<file path="src/rtl/tff_bank_sequencer.sv">
// tff_bank_sequencer: command-driven sequencer driving toggle enables into an internal T flip-flop bank.
// Define TFF_SEQ_DOWN_EN to enable op 11 COUNT_DOWN; otherwise op 11 completes without touching the bank.
module tff_bank_sequencer #(
    parameter int WIDTH = 4,
    parameter int CNT_W = 8
) (
    input  logic             clk,
    input  logic             reset,
    input  logic             cmd_valid,
    output logic             cmd_ready,
    input  logic [1:0]       cmd_op,
    input  logic [WIDTH-1:0] cmd_mask,
    input  logic [CNT_W-1:0] cmd_steps,
    output logic [WIDTH-1:0] t_vec,
    output logic [WIDTH-1:0] q,
    output logic             busy,
    output logic             done
);
    typedef enum logic [1:0] {IDLE, RUN, DONE} state_t;
    state_t state, state_nx;
    logic [1:0] op;
    logic [WIDTH-1:0] mask, down_vec;
    logic [CNT_W-1:0] rem;
    logic supported, skip;
`ifdef TFF_SEQ_DOWN_EN
    assign supported = 1'b1;
    assign down_vec = q ^ (q - WIDTH'(1));
`else
    assign supported = cmd_op != 2'b11;
    assign down_vec = '0;
`endif
    assign skip = (cmd_op[1] && cmd_steps == '0) || !supported;
    assign cmd_ready = state == IDLE;
    assign busy = state != IDLE;
    assign done = state == DONE;
    // q ^ (q +/- 1) is exactly the set of bits a synchronous up/down counter toggles
    always_comb begin
        state_nx = state;
        t_vec = '0;
        case (state)
            IDLE: state_nx = cmd_valid ? (skip ? DONE : RUN) : IDLE;
            RUN: begin
                t_vec = op == 2'b00 ? q :
                        op == 2'b01 ? mask :
                        op == 2'b10 ? q ^ (q + WIDTH'(1)) : down_vec;
                state_nx = (op[1] && rem != CNT_W'(1)) ? RUN : DONE;
            end
            DONE: state_nx = IDLE;
            default: state_nx = IDLE;
        endcase
    end
    always_ff @(posedge clk) begin
        if (reset) begin
            state <= IDLE;
            q <= '0;
            op <= '0;
            mask <= '0;
            rem <= '0;
        end else begin
            state <= state_nx;
            q <= q ^ t_vec;
            if (state == IDLE && cmd_valid) begin
                op <= cmd_op;
                mask <= cmd_mask;
                rem <= cmd_steps;
            end else if (state == RUN) begin
                rem <= rem - CNT_W'(1);
            end
        end
    end
endmodule
</file>
<file path="config.mk">
export PLATFORM = sky130hd
export DESIGN_NAME = tff_bank_sequencer
export DESIGN_NICKNAME = d
export VERILOG_FILES = /design/src/rtl/tff_bank_sequencer.sv
export SDC_FILE = /design/constraint.sdc
export NUM_CORES = 1
export LEC_CHECK = 0
export ABC_CLOCK_PERIOD_IN_PS = 1500
export BUFFER_PORTS_ARGS = -buffer_cell sky130_fd_sc_hd__buf_4
export CORE_ASPECT_RATIO = 1.75
export CORE_UTILIZATION = 50
export CTS_CLUSTER_SIZE = 40
export DETAILED_ROUTE_END_ITERATION = 10
export PLACE_DENSITY_LB_ADDON = 0.1
export REMOVE_ABC_BUFFERS = 1
export SLEW_MARGIN = 20
export SYNTH_ARGS = -nofsm -noshare
export SYNTH_HDL_FRONTEND = slang
export SYNTH_SLANG_ARGS = --single-unit
</file>
<file path="constraint.sdc">
create_clock -name clk -period 1.5 [get_ports clk]
set_clock_uncertainty 0.15 [all_clocks]
set_input_delay 0 -clock clk [delete_from_list [all_inputs] [get_ports clk]]
set_output_delay 0 -clock clk [all_outputs]
set_load 0.02 [all_outputs]
</file>
After elaboration in Yosys (flattened, before gate mapping)

Index checks and enable logic that the tools add are counted.

Bits in registers: 20
Input bits: 17
Output and inout bits: 11
Word-level logic and storage cells: 35

Add/sub/neg operators: 2
Equality and inequality tests: 6
Multiplexer cells: 10
Bitwise logic cells: 2
Reductions and logical operators: 10

Operators with widths:

| kind                | number |
|---|---|
| $mux 4              | 4 |
| $mux 8              | 2 |
| $logic_not 8->1     | 1 |
| $ne 8x1->1 const B  | 1 |
| $sub 8x1->8 const B | 1 |
| $xor 4x4->4         | 2 |
| $mux 2              | 3 |
| $add 4x1->4 const B | 1 |
| $eq 2x1->1 const B  | 2 |
| $eq 2x2->1 const B  | 2 |
| $logic_not 2->1     | 2 |
| $pmux 2 s2          | 1 |
| $reduce_bool 2->1   | 2 |
| $logic_and 1x1->1   | 3 |
| $ne 2x2->1 const B  | 1 |
| $logic_not 1->1     | 1 |
| $logic_or 1x1->1    | 1 |

Longest topological paths before layout

Gate-level depths: netlist (run 1).

Word-level depth: 7
Mapped depth: 6
Gate-level depth less buffers: 6

Least setup slack after synthesis (run 1)

Ideal clock, no wire load.

Kind: reg2reg
Start point: reg q[1]
End point: reg q[3]
Setup time: 121 ps
Data arrival time: 1534 ps
Data required time: 1229 ps
Slack: -305 ps
Stages on the path, launching flop included: 5
Path buffers: 0
Clock period less this slack: 1805 ps
Cell sequence: dfxtp_1 -> and4b_1 -> a2bb2oi_1 -> nor2_1 -> mux2_2

Word-level cells in the longest chain between the ends: 7

RTL lines:

| what                   | line | source |
|---|---|---|
| start, declared        | 15   | `output logic [WIDTH-1:0] q,` |
| start signal, assigned | 61   | `q <= q ^ t_vec;` |
| $add 4x1->4            | 45   | `op == 2'b10 ? q ^ (q + WIDTH'(1)) : down_vec;` |
| $xor 4x4->4            | 45   |  |
| $mux 4                 | 45   |  |
| $mux 4                 | 44   | `op == 2'b01 ? mask :` |
| $mux 4                 | 43   | `t_vec = op == 2'b00 ? q :` |
| $mux 4                 | 40   | `case (state)` |
| net t_vec[3]           | 14   | `output logic [WIDTH-1:0] t_vec,` |
| $xor 4x4->4            | 61   |  |

The timed path passes the listed nets, and every way through them passes these cells.
A chain may end at the register's enable or synchronous reset.

Worst setup path in the final report (run 1)

Start point: reg q[1]
End point: out t_vec[1]

Word-level cells in the longest chain between the ends: 6

RTL lines:

| what          | line |
|---|---|
| $add 4x1->4   | 45 |
| $xor 4x4->4   | 45 |
| $mux 4        | 45 |
| $mux 4        | 44 |
| $mux 4 (*)    | 43 |
| $mux 4 (*)    | 40 |
| end, declared | 14 |

Mark *: on every way between the ends. The rest lies on a longest branch, timed or not.

==> results.toml, run 1 <==
[run_status]
run_status = "finished with violations"
violations = "setup timing"

[synth]
yosys_warnings = 0
synth.distinct_cells = 42
synth_top_area_share_pct = 33.6
syn_inst = 140
syn_area_per_cell_sq_um = 8.52
synth.area.top_cells = "dfxtp_1 34%, a21oi_1 5.5%, nand2_1 4.7%"
synth_seq_cells = 20
synth_async_sr_flop_share_pct = 0
ys_dominant_reg_cell = "dfxtp_1"
synth.cell_area_sq_um = 1190
synth_edf_count = 0
yosysTopAreaCell = "dfxtp_1"
seq_area_frac_synth_pct = 33.6

[finish]
final.fill_count = 147
postLayoutCellArea_sq_um = 1860
diodes = 0
areaGrowthSynthToFinish_pct = 55.9
nets = 224
drive_above_1_share_pct = 44.3

[floorplan]
row_count = 23
die_w_microns = 38.9
dieArea_sq_um = 2590
core_region_area_sq_um = 2270
dieHeight_microns = 66.6
ioPinCount = 28
start_util_pct = 52.4

[timing]
period_needed_ps = 1770
max_freq_mhz = 563
maxSlewHeadroom_pct = 77.5
rsz0062_at_grt = "true"
post-route-period-util_pct = 118
setup_violations = 1
tightest_slew_ps = 337
maxSlewViolCount = 0
final-hold-violation-count = 0
fin_ws_ps = -275

[hold_path]
hp-class = "in2reg"
hp-start = "cmd_steps[1]"

[critical_path]
crit_path_max_incr_delay_ps = 340
reg2reg_to = "q[3]"
crit_path_end_kind = "output pin"
reg2reg_depth = 4
path_cells = "ha_4 -> nand2_1 -> mux2_2 -> o22a_1 -> nor2_1 -> buf_4"
startpoint_type = "flop"
crit-reg2reg-launch = "q[2]"
crit_fanout = 3
crit_required_ps = 1350
endpoint = "t_vec[1]"
slowest_stage = "dfxtp_2"
r2r_slack_ps = 20
worstSetupPathType = "reg2out"
worstSetupStartpoint = "q[1]"
cp.arrival_ps = 1620

[global_route]
overflow = 0
grt_pass1_wl_microns = 5090
grt_max_degree = 22
antenna_found_initial = 0
use_met3_pct = 3.00
use_met2_pct = 59.6
gr-usage-met1_pct = 23.4
track_usage_pct = 28.6
grt_most_used_layer = "met2"
grt_pass1_vias = 1202

[routing]
drtIter0Drc = 31
drc = 0
drtAntennaViolNets = 0
wl_per_cell_microns = 15.8
drt_pass1_iterations = 4
via_per_inst = 5.64
routed_wl_microns = 3610
vias = 1287

[clock_tree]
clkTransAtPathRegs_ps = 70
cts_num_sinks = 20
cts_buffers = 3
cts.root.buffer_cell = "clkbuf_8"
h-tree-depth = 1
insertion_delay_ps = 250
cts_tree = "built"
clock_path_buffers = 2

[pwr]
ir_drop_uv = 745
p_leak_nw = 0.753
powerDensity_nw_per_um2 = 789
power.total_mw = 1.47

[place]
routabilityCongestion = 0.879
hpwl_microns = 2500
dpl_cell_area_sq_um = 1520
numPortBuffers = 27

[job]
max_cap_violations = 0
-- routing by layer --
layer | part of all wire, % | wire length [microns] | vias up
li1 | - | - | 618
met1 | 35 | 1260 | 630
met2 | 61 | 2190 | 31
met3 | 2.3 | 82 | 8
met4 | 2.1 | 76 | 0
met5 | 0 | 0 | -
-- how the worst min path moves through the flow --
stage          slack [ps]  depth (start not counted)       end
3_3_place_gp          100                          3   mask[1]
5_1_grt               250                          5  state[1]
3_5_place_dp          110                          3   mask[1]
4_1_cts               210                          5  state[1]
2_1_floorplan         -90                          1    rem[4]
6_report              220                          5  state[1]
-- synth_stat cells, types with 2 or more instances --
library cell and number:
a21boi_0 2, a21oi_1 13, a21oi_2 3, a221oi_1 2, a22oi_1 2, a22oi_2 2
and2b_2 2, buf_6 4, clkbuf_1 2, dfxtp_1 20, ha_1 3, inv_1 7
mux2_2 3, mux2i_1 3, nand2_1 15, nand3_1 3, nand3b_1 3, nor2_1 15
nor2_2 3, nor2b_1 4, nor3_1 2, nor4_1 2, o21a_1 2, o21ai_0 5
-- flip-flops by register name, indices dropped and copies added (netlist names) --
register,flops
mask,4
q,4
op,2
rem,8
state,2
-- report_power, final --
part	internal [mW]	switching (mW)	total, mW	leakage [nW]
Clock	0.233	0.170	0.403	0.0288
Sequential	0.571	0.0463	0.617	0.167
Combinational	0.236	0.210	0.446	0.557
Total	1.04	0.427	1.47	0.753
-- per-stage QoR --
stage | utilization (%) | instances | worst slack, ps | setup TNS [ps] | hold WS (ps)
2_1_floorplan | - | 133 | -304 | -935 | -87.6
3_3_place_gp | 66.8 | 205 | -16.2 | -16.2 | 98.5
4_1_cts | 77.4 | 226 | -248 | -248 | 212
5_1_grt | 81.8 | 228 | -305 | -664 | 254
3_5_place_dp | 66.8 | 205 | -75.6 | -78.3 | 110
6_report | 81.8 | 228 | -275 | -275 | 224
-- repair_timing --
item	4_1_cts	5_1_grt
hold buffers	16	0
pin swaps	1	8
endpoints found under the setup margin	5	18
gates resized for setup	6	20
setup buffers	1	3
hold endpoints to repair	16	0
-- critical path, delay by kind of cell (launching register included) --
family,cells,cell delay (ps)
multiplexers,1,250
flip-flops,1,340
AND/OR/NAND/NOR,2,160
buffers and inverters,1,150
AO/OA/AOI/OAI,1,200
adder cells (fa/ha/maj),1,270
-- placed cells by master (no fill, tap or decap), drive strengths merged --
cell type    netlist  final
a211o              1      1
a21boi             2      2
a21oi             16     16
a221oi             2      2
a222oi             1      1
a22oi              4      4
a2bb2oi            1      1
a31oi              1      1
a32oi              1      1
and2               1      1
and2b              2      2
and4b              1      1
buf                5     50
clkbuf             2      4
dfxtp             20     20
dlygate4sd3        0     16
ha                 3      3
inv                7      7
mux2               3      3
mux2i              3      3
nand2             15     15
nand2b             2      2
nand3              3      3
nand3b             3      3
nor2              18     18
nor2b              4      4
nor3               2      2
nor3b              2      2
nor4               3      3
nor4b              1      1
o21a               2      2
o21ai              5      5
o21bai             1      1
o22a               1      1
o311ai             1      1
xnor2              1      1
-- cell families (layout without fill, tap and decap cells) --
kind of cell             after synthesis  in the layout  share of synthesized area, %
AO/OA/AOI/OAI                         39             39                          22.8
XOR/XNOR                               1              1                         0.735
adder cells (fa/ha/maj)                3              3                          3.15
buffers and inverters                 14             77                          7.03
flip-flops                            20             20                          33.6
multiplexers                           6              6                          5.35
AND/OR/NAND/NOR                       57             57                          27.4
-- final cells by class --
type	instances	area (sq um)	share of cell area, %
Timing Repair Buffer	66	543	29.2
Inverter	7	26.3	1.41
Tap cell	25	31.3	1.68
Clock buffer	4	55.1	2.96
Multi-Input combinational cell	106	793	42.7
Sequential cell	20	410	22.1
Note: power is estimated with default switching activity, not from simulation.
==> inputs of run 2 (changes only) <==
Settings changed: SETUP_SLACK_MARGIN from default to 0.15.
==> results.toml, run 2 (synthesis results as in run 1) <==
[routing]
wl_per_cell_microns = 22.1
drc = 0
drtAntennaViolNets = 0
via_per_inst = 6.13
vias = 1501
drtIter0Drc = 69
routed_wl_microns = 5400
drt_pass1_iterations = 4

[global_route]
grt_most_used_layer = "met2"
track_usage_pct = 34.3
antenna_found_initial = 0
use_met3_pct = 5.00
grt_pass1_vias = 1410
grt_pass1_wl_microns = 6070
gr-usage-met1_pct = 27.8
overflow = 0
grt_max_degree = 22
use_met2_pct = 66.3

[job]
max_cap_violations = 0

[critical_path]
path_buf_inv = 1
crit_required_ps = 1350
crit_fanout = 3
startpoint_type = "flop"
slowest_stage = "dfxtp_2"
crit_path_max_incr_delay_ps = 350
worstSetupPathType = "reg2out"
crit_path_end_kind = "output pin"
cp.arrival_ps = 1680
path_cells = "ha_4 -> nand2_1 -> mux2_2 -> o22a_1 -> nor2_1 -> buf_4"
crit_family = "flip-flops"

[finish]
reg_top3 = "rem: 8 flops, mask: 4 flops, q: 4 flops"
areaGrowthSynthToFinish_pct = 79.9
final_cells = 245
nets = 241
largest-register = "rem"
final.fill_count = 69
drive_above_1_share_pct = 56.8
diodes = 0
layout_common_cells = "50 x buf_4, 17 x buf_6, 16 x dlygate4sd3_1, 13 x nor2_1, 11 x nand2_1"
final_common_cell = "buf_4"
largest_reg_flops = 8

[run_status]
violations = "setup timing"
run_status = "finished with violations"

[clock_tree]
cts_tree = "built"
clkTransAtPathRegs_ps = 80
cts_buffers = 3
cts.root.buffer_cell = "clkbuf_8"
insertion_delay_ps = 270
h-tree-depth = 1
clock_path_buffers = 2
cts_num_sinks = 20

[place]
hpwl_microns = 2500
place_ws_ps = -75.6
dp_cells = 205
routabilityCongestion = 0.879
numPortBuffers = 27

[timing]
final.setup.tns_ps = -557
period_needed_ps = 1830
setup_violations = 7
post-route-period-util_pct = 122
tightest_slew_ps = 420
fin_ws_ps = -327
maxSlewHeadroom_pct = 71.7
max_freq_mhz = 547
maxSlewViolCount = 0
final-hold-violation-count = 0
rsz0062_at_grt = "true"

[floorplan]
row_count = 23
start_util_pct = 52.4
die_w_microns = 38.9
core_region_area_sq_um = 2270
dieHeight_microns = 66.6
dieArea_sq_um = 2590
ioPinCount = 28

[pwr]
p_leak_nw = 0.880
powerDensity_nw_per_um2 = 783
ir_drop_uv = 826

[hold_path]
hp-class = "in2reg"
-- run 2: cell count changes in the layout (fill, tap and decap cells not counted), moves of 3 or more --
cell,change
o21ai_1,+3
a21oi_1,-4
buf_6,+15
nand2_1,-4
nand2_2,+3
a21oi_2,+4
dfxtp_4,+6
dfxtp_2,-3
dfxtp_1,-3
o21ai_0,-3
-- run 2: final cells by class --
cell class / count / area (sq um) / share of cell area [%]
clock buffers: 4 / 55.1 / 2.57
multi-input cells: 106 / 873 / 40.7
repair buffers: 83 / 727 / 33.9
flip-flops and latches: 20 / 429 / 20.0
well taps: 25 / 31.3 / 1.46
inverters: 7 / 28.8 / 1.34
-- run 2: through the flow --
stage          hold WS (ps)  power (mW)  utilization (%)  area (sq um)
4_1_cts                85.3        1.49             85.9          1950
2_1_floorplan         -87.6       0.798                -          1130
3_3_place_gp           98.5       0.968             66.8          1520
5_1_grt                 122        1.72             94.3          2140
3_5_place_dp            110       0.979             66.8          1520
6_report                130        1.68             94.3          2140
-- run 2: final timing paths --
| check | start | endpoint | slack (ps) | depth (start not counted) |
|---|---|---|---|---|
| setup / recovery | q[1] | t_vec[1] | -330 | 6 |
| hold / removal | cmd_valid | state[0] | 130 | 4 |
| setup reg to reg | op[1] | q[3] | -70 | 5 |
| hold reg to reg | mask[0] | mask[0] | 350 | 2 |
-- run 2: what timing repair did --
item	4_1_cts	5_1_grt
hold buffers	16	0
gates resized for setup	40	35
pin swaps	12	19
hold endpoints to repair	17	0
buffers inserted	11	9
endpoints found under the setup margin	26	25
-- run 2: power breakdown --
group	leakage [nW]	switching, mW	internal [mW]
combinational	0.681	0.295	0.325
sequential	0.170	0.0515	0.568
clock	0.0288	0.205	0.235
total	0.880	0.551	1.13
-- run 2: routing by layer --
layer | up-vias | wire length, microns
met3 | 32 | 321
met2 | 88 | 2880
li1 | 651 | -
met5 | - | 0
met1 | 730 | 1860
met4 | 0 | 344
-- run 2: worst reg2reg max path: stages, from the launching register on --
cell and delay [ps]:
dfxtp_4 360, buf_6 110, and4b_1 210, a2bb2oi_1 70
nor2_1 230, mux2_4 330
==> inputs of run 3 (changes only) <==
Settings changed: ABC_AREA from default to 1, CORE_UTILIZATION 50 to 52, GPL_TIMING_DRIVEN from default to 0.
==> results.toml, run 3 <==
[timing]
final.setup.tns_ps = -117
period_needed_ps = 1620
post-route-period-util_pct = 108
maxSlewViolCount = 0
tightest_slew_ps = 350
fin_ws_ps = -117
rsz0062_at_grt = "true"
setup_violations = 1
max_freq_mhz = 619
final-hold-violation-count = 0
holdWs_ps = 316
maxSlewHeadroom_pct = 76.6

[place]
hpwl_microns = 2240
numPortBuffers = 27
routabilityCongestion = 0.843
dpl_cell_area_sq_um = 1390

[finish]
drive_above_1_share_pct = 40.4
diodes = 0
largest-register = "rem"
postLayoutCellArea_sq_um = 1940
reg_top3 = "rem: 8 flops, mask: 4 flops, q: 4 flops"
layout_common_cells = "39 x buf_4, 36 x nand2_1, 28 x nor2_1, 18 x inv_1, 16 x dlygate4sd3_1"
nets = 271
areaGrowthSynthToFinish_pct = 61.2
final_common_cell = "buf_4"
largest_reg_flops = 8

[pwr]
p_leak_nw = 0.885
powerDensity_nw_per_um2 = 761
ir_drop_uv = 740

[critical_path]
crit_required_ps = 1350
crit-reg2reg-launch = "state[0]"
r2r_slack_ps = 60
reg2reg_depth = 7
cp.arrival_ps = 1470
reg2reg_to = "rem[6]"
worstSetupPathType = "reg2out"
crit_fanout = 2
startpoint_type = "flop"
crit_path_end_kind = "output pin"

[routing]
vias = 1527
drt_pass1_iterations = 4
drtIter0Drc = 57
drc = 0
routed_wl_microns = 4290
wl_per_cell_microns = 15.6
via_per_inst = 5.57
drtAntennaViolNets = 0

[clock_tree]
clock_path_buffers = 2
cts_tree = "built"
cts.root.buffer_cell = "clkbuf_4"
h-tree-depth = 1
cts_num_sinks = 20
clkTransAtPathRegs_ps = 120
insertion_delay_ps = 300
cts_buffers = 3

[synth]
syn_inst = 190
synth.distinct_cells = 22
yosysTopAreaCell = "dfxtp_1"
yosys_warnings = 0
synth_seq_cells = 20
synth.cell_area_sq_um = 1200
synth_edf_count = 0
yosys-top-cells-count = "42 x nand2_1, 35 x nor2_1, 24 x inv_1, 20 x dfxtp_1, 19 x nand3_1"
syn_area_per_cell_sq_um = 6.34
ys_dominant_reg_cell = "dfxtp_1"
seq_area_frac_synth_pct = 33.3
synth_top_area_share_pct = 33.3
synthMostInstantiatedCell = "nand2_1"
synth.area.top_cells = "dfxtp_1 33%, nand2_1 13%, nor2_1 11%"
synth_async_sr_flop_share_pct = 0

[global_route]
antenna_found_initial = 0
grt_max_degree = 15
grt_pass1_vias = 1382
track_usage_pct = 31.0
overflow = 0
grt_pass1_wl_microns = 5610

[hold_path]
hold_depth = 3
hp-start = "reset"
whs_endpoint = "state[0]"
hp-class = "in2reg"

[floorplan]
dieHeight_microns = 65.6
dieArea_sq_um = 2520
row_count = 22
ioPinCount = 28
die_w_microns = 38.4
core_region_area_sq_um = 2150
start_util_pct = 56.1

[job]
max_cap_violations = 0

[run_status]
run_status = "finished with violations"
violations = "setup timing"
-- run 3: cell types whose count changed after synthesis, moves of 4 or more --
cell	change
nand2_1	+27
nor2b_1	-4
o21ai_0	+5
nand3_1	+16
a21oi_1	-5
inv_1	+17
nor2_1	+20
inv_2	+4
o21ai_1	+7
-- run 3: layout make-up --
cell class / count / area (sq um)
Clock buffer: 4 / 36.3
Fill cell: 100 / 206
Inverter: 28 / 120
Multi-Input combinational cell: 138 / 813
Sequential cell: 20 / 423
Tap cell: 24 / 30.0
Timing Repair Buffer: 60 / 518
-- run 3: worst max-delay path, stage by stage (launching register included) --
cell	delay, ps
dfxtp_4	380
ha_4	280
inv_2	40
nand2_2	50
nand3_2	70
a31oi_1	170
buf_4	170
-- run 3: through the flow --
step                      utilization (%)  worst slack [ps]  power [mW]  cells
final                                90.4              -117        1.48    274
after global routing                 90.4              -175        1.54    274
after CTS                            83.7             -86.8        1.38    268
after detailed placement             64.9             -14.2       0.966    236
after global placement               64.9              22.6       0.950    236
after floorplan                         -             -11.6       0.846    185
-- run 3: worst max-delay path by stage --
stage	startpoint	to	slack (ps)	depth (start not counted)
finish	q[0]	t_vec[1]	-120	6
global route	q[0]	t_vec[1]	-170	6
CTS	q[1]	t_vec[1]	-90	6
detailed placement	state[0]	rem[6]	-10	6
floorplan	q[1]	q[1]	-10	7
global placement	state[0]	rem[6]	20	6
-- run 3: repair_timing --
item | in CTS | in global routing
pin swaps | 10 | 14
resized for setup | 34 | 33
hold buffers | 16 | 0
setup endpoints to repair | 19 | 20
hold endpoints to repair | 16 | 0
cloned | 0 | 1
setup buffers | 12 | 5
-- run 3: routing by layer --
| metal | vias to the layer above | part of all wire, % | wire length [microns] | track usage (%) |
|---|---|---|---|---|
| met5 | - | 0 | 0 | 0 |
| met4 | 0 | 5.2 | 223 | 16.4 |
| met3 | 22 | 4.4 | 189 | 2.70 |
| met2 | 81 | 57 | 2450 | 60.8 |
| met1 | 699 | 33 | 1430 | 28.4 |
| li1 | 725 | - | - | - |
-- run 3: where the power goes --
group	leakage [nW]	internal, mW	switching, mW
clock network	0.0210	0.148	0.176
logic	0.695	0.234	0.298
registers	0.169	0.572	0.0499
total	0.885	0.954	0.524
-- run 3: cells by family (layout without fill, tap and decap cells) --
group | Yosys count | count (layout) | synth area share, %
and+or+nand+nor | 101 | 102 | 35.7
buffers and inverters | 33 | 92 | 12.4
AOI/OAI and AO/OA | 32 | 32 | 14.9
DFF | 20 | 20 | 33.3
adders and majority gates | 3 | 3 | 3.12
xor gates and xnor gates | 1 | 1 | 0.728
